--- src/rtl/seq_match_ctrl.sv ---
// seq_match_ctrl: takes parallel words over a valid/ready handshake, shifts
// them MSB-first into a runtime-programmable serial pattern matcher, counts
// matches (saturating) and raises a level interrupt at a programmed threshold.
module seq_match_ctrl #(
    parameter int WORD_W  = 8,
    parameter int MAX_LEN = 8,
    parameter int CNT_W   = 16,
    localparam int LEN_W  = $clog2(MAX_LEN + 1),
    localparam int BIT_W  = (WORD_W > 1) ? $clog2(WORD_W) : 1
) (
    input  logic               clk,
    input  logic               rst,
    input  logic               cfg_we,
    input  logic [MAX_LEN-1:0] cfg_pattern,
    input  logic [LEN_W-1:0]   cfg_len,
    input  logic               cfg_overlap,
    input  logic [CNT_W-1:0]   cfg_thresh,
    input  logic               start,
    input  logic               stop,
    input  logic               in_valid,
    input  logic [WORD_W-1:0]  in_data,
    output logic               in_ready,
    output logic               match_pulse,
    output logic [CNT_W-1:0]   match_count,
    output logic               busy,
    output logic               done,
    output logic               irq
);

    typedef enum logic [1:0] {IDLE, WAIT, SHIFT} state_t;

    state_t             state;
    logic [MAX_LEN-1:0] pat_q;
    logic [LEN_W-1:0]   len_q;
    logic               ovl_q;
    logic [CNT_W-1:0]   thr_q;
    logic [WORD_W-1:0]  shreg;
    logic [MAX_LEN-1:0] hist;
    logic [LEN_W-1:0]   fill;
    logic [BIT_W-1:0]   bit_cnt;
    logic               stop_pend;

    logic               bit_in;
    logic [MAX_LEN-1:0] new_hist;
    logic               fill_ok;
    logic               hit;
    logic [CNT_W-1:0]   cnt_nxt;
    logic               stop_now;
    logic               last_bit;

    // Ones in the low 'len' positions; selects the pattern bits that take part.
    function automatic logic [MAX_LEN-1:0] len_mask(input logic [LEN_W-1:0] len);
        logic [MAX_LEN-1:0] m;
        for (int k = 0; k < MAX_LEN; k++) begin
            m[k] = (k < int'(len));
        end
        return m;
    endfunction

    // Programmed length is clamped so an oversize value still means "full width".
    function automatic logic [LEN_W-1:0] clamp_len(input logic [LEN_W-1:0] len);
        return (int'(len) > MAX_LEN) ? LEN_W'(MAX_LEN) : len;
    endfunction

    // Match counter never wraps; it sticks at all-ones.
    function automatic logic [CNT_W-1:0] sat_inc(input logic [CNT_W-1:0] cnt);
        return (&cnt) ? cnt : cnt + CNT_W'(1);
    endfunction

    // Fill counter tracks valid history depth, capped at the longest pattern.
    function automatic logic [LEN_W-1:0] fill_inc(input logic [LEN_W-1:0] f);
        return (int'(f) >= MAX_LEN) ? LEN_W'(MAX_LEN) : f + LEN_W'(1);
    endfunction

    // Mealy match on the bit entering history this cycle.
    always_comb begin
        bit_in   = shreg[WORD_W-1];
        new_hist = {hist[MAX_LEN-2:0], bit_in};
        fill_ok  = ({1'b0, fill} + (LEN_W+1)'(1)) >= {1'b0, len_q};
        hit      = (state == SHIFT) && (len_q != '0) && fill_ok &&
                   (((new_hist ^ pat_q) & len_mask(len_q)) == '0);
        cnt_nxt  = sat_inc(match_count);
        stop_now = stop_pend | stop;
        last_bit = (bit_cnt == BIT_W'(WORD_W - 1));
    end

    // Control FSM, datapath registers and registered outputs.
    always_ff @(posedge clk or posedge rst) begin
        if (rst) begin
            state       <= IDLE;
            pat_q       <= '0;
            len_q       <= '0;
            ovl_q       <= 1'b0;
            thr_q       <= '0;
            shreg       <= '0;
            hist        <= '0;
            fill        <= '0;
            bit_cnt     <= '0;
            stop_pend   <= 1'b0;
            in_ready    <= 1'b0;
            match_pulse <= 1'b0;
            match_count <= '0;
            busy        <= 1'b0;
            done        <= 1'b0;
            irq         <= 1'b0;
        end else begin
            match_pulse <= 1'b0;
            done        <= 1'b0;
            case (state)
                IDLE: begin
                    if (cfg_we) begin
                        pat_q <= cfg_pattern;
                        len_q <= clamp_len(cfg_len);
                        ovl_q <= cfg_overlap;
                        thr_q <= cfg_thresh;
                    end
                    if (start) begin
                        state       <= WAIT;
                        in_ready    <= 1'b1;
                        busy        <= 1'b1;
                        match_count <= '0;
                        hist        <= '0;
                        fill        <= '0;
                        irq         <= 1'b0;
                        stop_pend   <= 1'b0;
                    end
                end
                WAIT: begin
                    if (in_valid) begin
                        shreg     <= in_data;
                        bit_cnt   <= '0;
                        state     <= SHIFT;
                        in_ready  <= 1'b0;
                        stop_pend <= stop_now;
                    end else if (stop_now) begin
                        state     <= IDLE;
                        in_ready  <= 1'b0;
                        busy      <= 1'b0;
                        done      <= 1'b1;
                        stop_pend <= 1'b0;
                    end
                end
                SHIFT: begin
                    shreg       <= shreg << 1;
                    hist        <= new_hist;
                    fill        <= (hit && !ovl_q) ? '0 : fill_inc(fill);
                    match_pulse <= hit;
                    if (hit) begin
                        match_count <= cnt_nxt;
                        if ((thr_q != '0) && (cnt_nxt >= thr_q)) begin
                            irq <= 1'b1;
                        end
                    end
                    if (last_bit) begin
                        if (stop_now) begin
                            state     <= IDLE;
                            busy      <= 1'b0;
                            done      <= 1'b1;
                            stop_pend <= 1'b0;
                        end else begin
                            state     <= WAIT;
                            in_ready  <= 1'b1;
                            stop_pend <= 1'b0;
                        end
                    end else begin
                        bit_cnt   <= bit_cnt + BIT_W'(1);
                        stop_pend <= stop_now;
                    end
                end
                default: begin
                    state    <= IDLE;
                    in_ready <= 1'b0;
                    busy     <= 1'b0;
                end
            endcase
        end
    end

endmodule
--- config.mk ---
export PLATFORM = sky130hd
export DESIGN_NAME = seq_match_ctrl
export DESIGN_NICKNAME = d
export VERILOG_FILES = /design/src/rtl/seq_match_ctrl.sv
export SDC_FILE = /design/constraint.sdc
export NUM_CORES = 1
export LEC_CHECK = 0
export BUFFER_PORTS_ARGS = -buffer_cell sky130_fd_sc_hd__buf_4
export CAP_MARGIN = 10
export CELL_PAD_IN_SITES_DETAIL_PLACEMENT = 2
export CELL_PAD_IN_SITES_GLOBAL_PLACEMENT = 2
export CORE_MARGIN = 4
export CORE_UTILIZATION = 39
export DETAILED_ROUTE_END_ITERATION = 10
export PLACE_DENSITY = 0.95
export RECOVER_POWER = 100
export SYNTH_ARGS = -nofsm -noshare
export SYNTH_HDL_FRONTEND = slang
export SYNTH_SLANG_ARGS = --single-unit
--- constraint.sdc ---
create_clock -name clk -period 4.21 [get_ports clk]
set_input_delay 0.2105 -clock clk [delete_from_list [all_inputs] [get_ports clk]]
set_output_delay 0.2105 -clock clk [all_outputs]
set_load 0.01 [all_outputs]
==> summary.txt <==
Logic synthesis
  • Sequential area share after synthesis: 0.431
  • Synthesized area: 4360 µm²
  • EDFF count, synth: 0
  • Top FF cell, synth: dfrtp_1
  • Most frequent cell after synthesis: dfrtp_1
  • Synth warn: 0
  • Largest cells by area after synthesis: dfrtp_1 43%, ha_1 8.3%, mux2_2 7.2%
  • Cell taking the most area after synthesis: dfrtp_1
  • Asr flop ratio synth: 1.00
  • Post-synthesis cell count: 439
  • Syn_nets: 511
  • Synth cell count leaders: 75 x dfrtp_1, 34 x nand2_1, 32 x inv_1
  • Post-synthesis register bit count: 75
  • Top cell type's share of synthesized area: 0.431
  • Mean Syn Cell Area: 9.92 µm²
  • Count of cell types in the netlist: 58

Global routing
  • Vias in the first global route: 4304
  • GR Overflow Total: 0
  • Initial antenna violation count: 0
  • Overall Global Routing Usage: 0.236
  • Largest net degree at the start of global routing: 44
  • First-pass GRT wire length: 23600 µm

Timing
  • Final WS setup: 698 ps
  • Setup TNS: 0 ps
  • Maximum clock rate: 285 MHz
  • RSZ-0062 raised after global routing: false
  • Tmin final: 3510 ps
  • Hold WS: 67.3 ps
  • Final worst path period share: 0.834
  • Final clock skew: 10.5 ps
  • Final Hold Fails: 0
  • Max Slew Vio Count: 111
  • Tightest Pin Transition: 1780 ps
  • Max_slew headroom: -0.184
  • Final setup violating endpoints: 0

Layout
  • Fraction of layout cells with a size suffix above 1: 0.183
  • Fill count: 1181
  • Design area: 5060 µm²
  • Area of the multi-input gates: 2270 µm²
  • N_diodes: 0
  • Register area: 1880 µm²
  • Nets@finish: 571
  • Area Overhead vs Synth: 16.3%

CTS
  • Number of post-CTS setup repair buffers: 0
  • CTS Buf Count: 9
  • CTS max path bufs: 2
  • Clock sink count: 75
  • Hold-fix buffers, CTS: 0
  • CTS root buf: clkbuf_8
  • CTS tree: built
  • Clock slew at reported path FFs: 90 ps
  • Clk Latency, worst-skew pair: 370 ps
  • Resize count post-CTS: 0
  • H-tree levels: 3

Route
  • Routed Antenna Nets: 0
  • TritonRoute pass-1 iters: 4
  • Routed wire per std cell: 22.7 µm
  • # DRC: 0
  • Vias: 3780
  • Final WL: 14600 µm
  • DR iter-0 viols: 172
  • Vias per cell: 5.87

Worst setup path
  • RR Startpoint: match_count[0]
  • Req. time, crit path: 4470 ps
  • Critical path type: reg -> reg
  • Startpoint types: flop
  • Crit end category: flop
  • Origin of the worst setup path: match_count[0]
  • Worst EP arrival: 3770 ps
  • Number of cells on the worst reg-to-reg path: 12
  • Max FO, Critical Path: 6

Status
  • Failing checks: max-capacitance violations, max-slew violations
  • Run status: complete, but fails checks

Min path
  • Min-delay src: cfg_pattern[6]
  • Hold depth: 2
  • Hold/Removal Path Class: in -> reg

Placed design
  • Placed inst area: 4940 µm²
  • Final HPWL from detailed placement: 9860 µm
  • Pre-CTS setup slack: 831 ps
  • Port bufs: 63
  • Gpl congestion: 0.834

Power
  • Worst vdd ir: 0.288 mV
  • Leak: 2.41 nW
  • Power per Cell Area: 584 nW/µm²

Floorplan
  • I/O pin count: 64
  • # rows: 38
  • Die Y: 114 µm
  • Core area: 10900 µm²
  • Overall die width: 114 µm
  • Starting Density: 0.400
  • Die area: 12900 µm²

Run
  • Max-cap viol count: 3
==> cells in the final DEF, fill, tap and decap left out, types with 2 or more instances in the layout <==
cell type and n:
o31ai_1 2, o2bb2ai_1 2, nand2_1 34, mux2_2 25, o211ai_1 2, a311oi_1 3
clkbuf_8 12, a21oi_1 27, nor3_1 8, o21ai_0 21, o221ai_1 2, nand3_1 9
clkbuf_1 24, a22o_1 8, a22oi_1 2, clkinv_2 2, mux2i_1 5, a211oi_1 3
nor4_1 5, and3_1 6, xor2_1 3, o22ai_1 15, nand4_1 8, dfrtp_1 75
mux2_1 3, nor2_1 20, a31oi_1 5, nor2b_1 5, nor3_2 2, and4_1 4
a21o_1 12, or3_1 2, or2_2 2, ha_1 29, nand2b_1 6, inv_1 32
buf_4 42, xnor2_1 15
==> worst paths after layout <==
| path | slack, ps | to |
|---|---|---|
| setup / recovery | 700 | irq |
| hold / removal | 70 | pat_q[6] |
| setup reg to reg | 700 | irq |
| hold reg to reg | 540 | shreg[0] |
| max in group asynchronous | 1420 | fill[1] |
| min in group asynchronous | 390 | thr_q[2] |
==> layer usage <==
metal / track usage / wire [µm] / up-vias
met5: 0 / 0 / -
met4: 0.102 / 482 / 0
met3: 0.0377 / 531 / 37
met2: 0.424 / 7620 / 96
met1: 0.276 / 5970 / 1936
li1: - / - / 1711
==> critical path, stage by stage, from the launching register on <==
cell and delay (ps):
dfrtp_1 500, ha_1 260, inv_1 80, nor4_1 690, and3_1 320, nor2b_1 240, a21oi_1 130, ha_1 350
a21o_1 170, a21o_1 170, a31o_2 210, a32oi_1 200, nand2_1 90
==> cells by family (layout without fill, tap and decap cells) <==
family	Yosys count	count (layout)	share of synthesized area
AOI/OAI and AO/OA	116	116	0.174
xor gates and xnor gates	18	18	0.0362
adders and majority gates	29	29	0.0833
buffers and inverters	50	115	0.0488
DFF	75	75	0.431
muxes	34	34	0.0873
and+or+nand+nor	117	117	0.140
==> flip-flops by register name, summed over array words and instances, names as in the netlist <==
| register | flops |
|---|---|
| in_ready | 1 |
| fill | 4 |
| shreg | 8 |
| irq | 1 |
| bit_cnt | 3 |
| state | 2 |
| match_count | 16 |
| hist | 7 |
| stop_pend | 1 |
| match_pulse | 1 |
| thr_q | 16 |
| ovl_q | 1 |
| done | 1 |
| len_q | 4 |
| busy | 1 |
| pat_q | 8 |
==> cell type report <==
type                    count  area share
multi-input cells         314       0.448
flip-flops and latches     75       0.371
repair buffers             67      0.0815
well taps                 140      0.0346
clock buffers              12      0.0326
inverters                  32      0.0237
clock inverters             4     0.00939
==> metrics by stage <==
step / cells / total power, W / util
global placement: 628 / 0.00218 / 0.454
detailed placement: 628 / 0.00232 / 0.454
CTS: 644 / 0.00300 / 0.473
floorplan: 439 / 0.00191 / -
global route: 644 / 0.00318 / 0.465
finish: 644 / 0.00296 / 0.465
==> report_power, final <==
part           internal, W  total (W)  switching (W)  leakage [nW]
combinational     0.000480    0.00115       0.000667          1.35
sequential        0.000949    0.00119       0.000240         0.951
clock             0.000321   0.000622       0.000301         0.108
No activity file was read; power rests on OpenSTA's default activity.
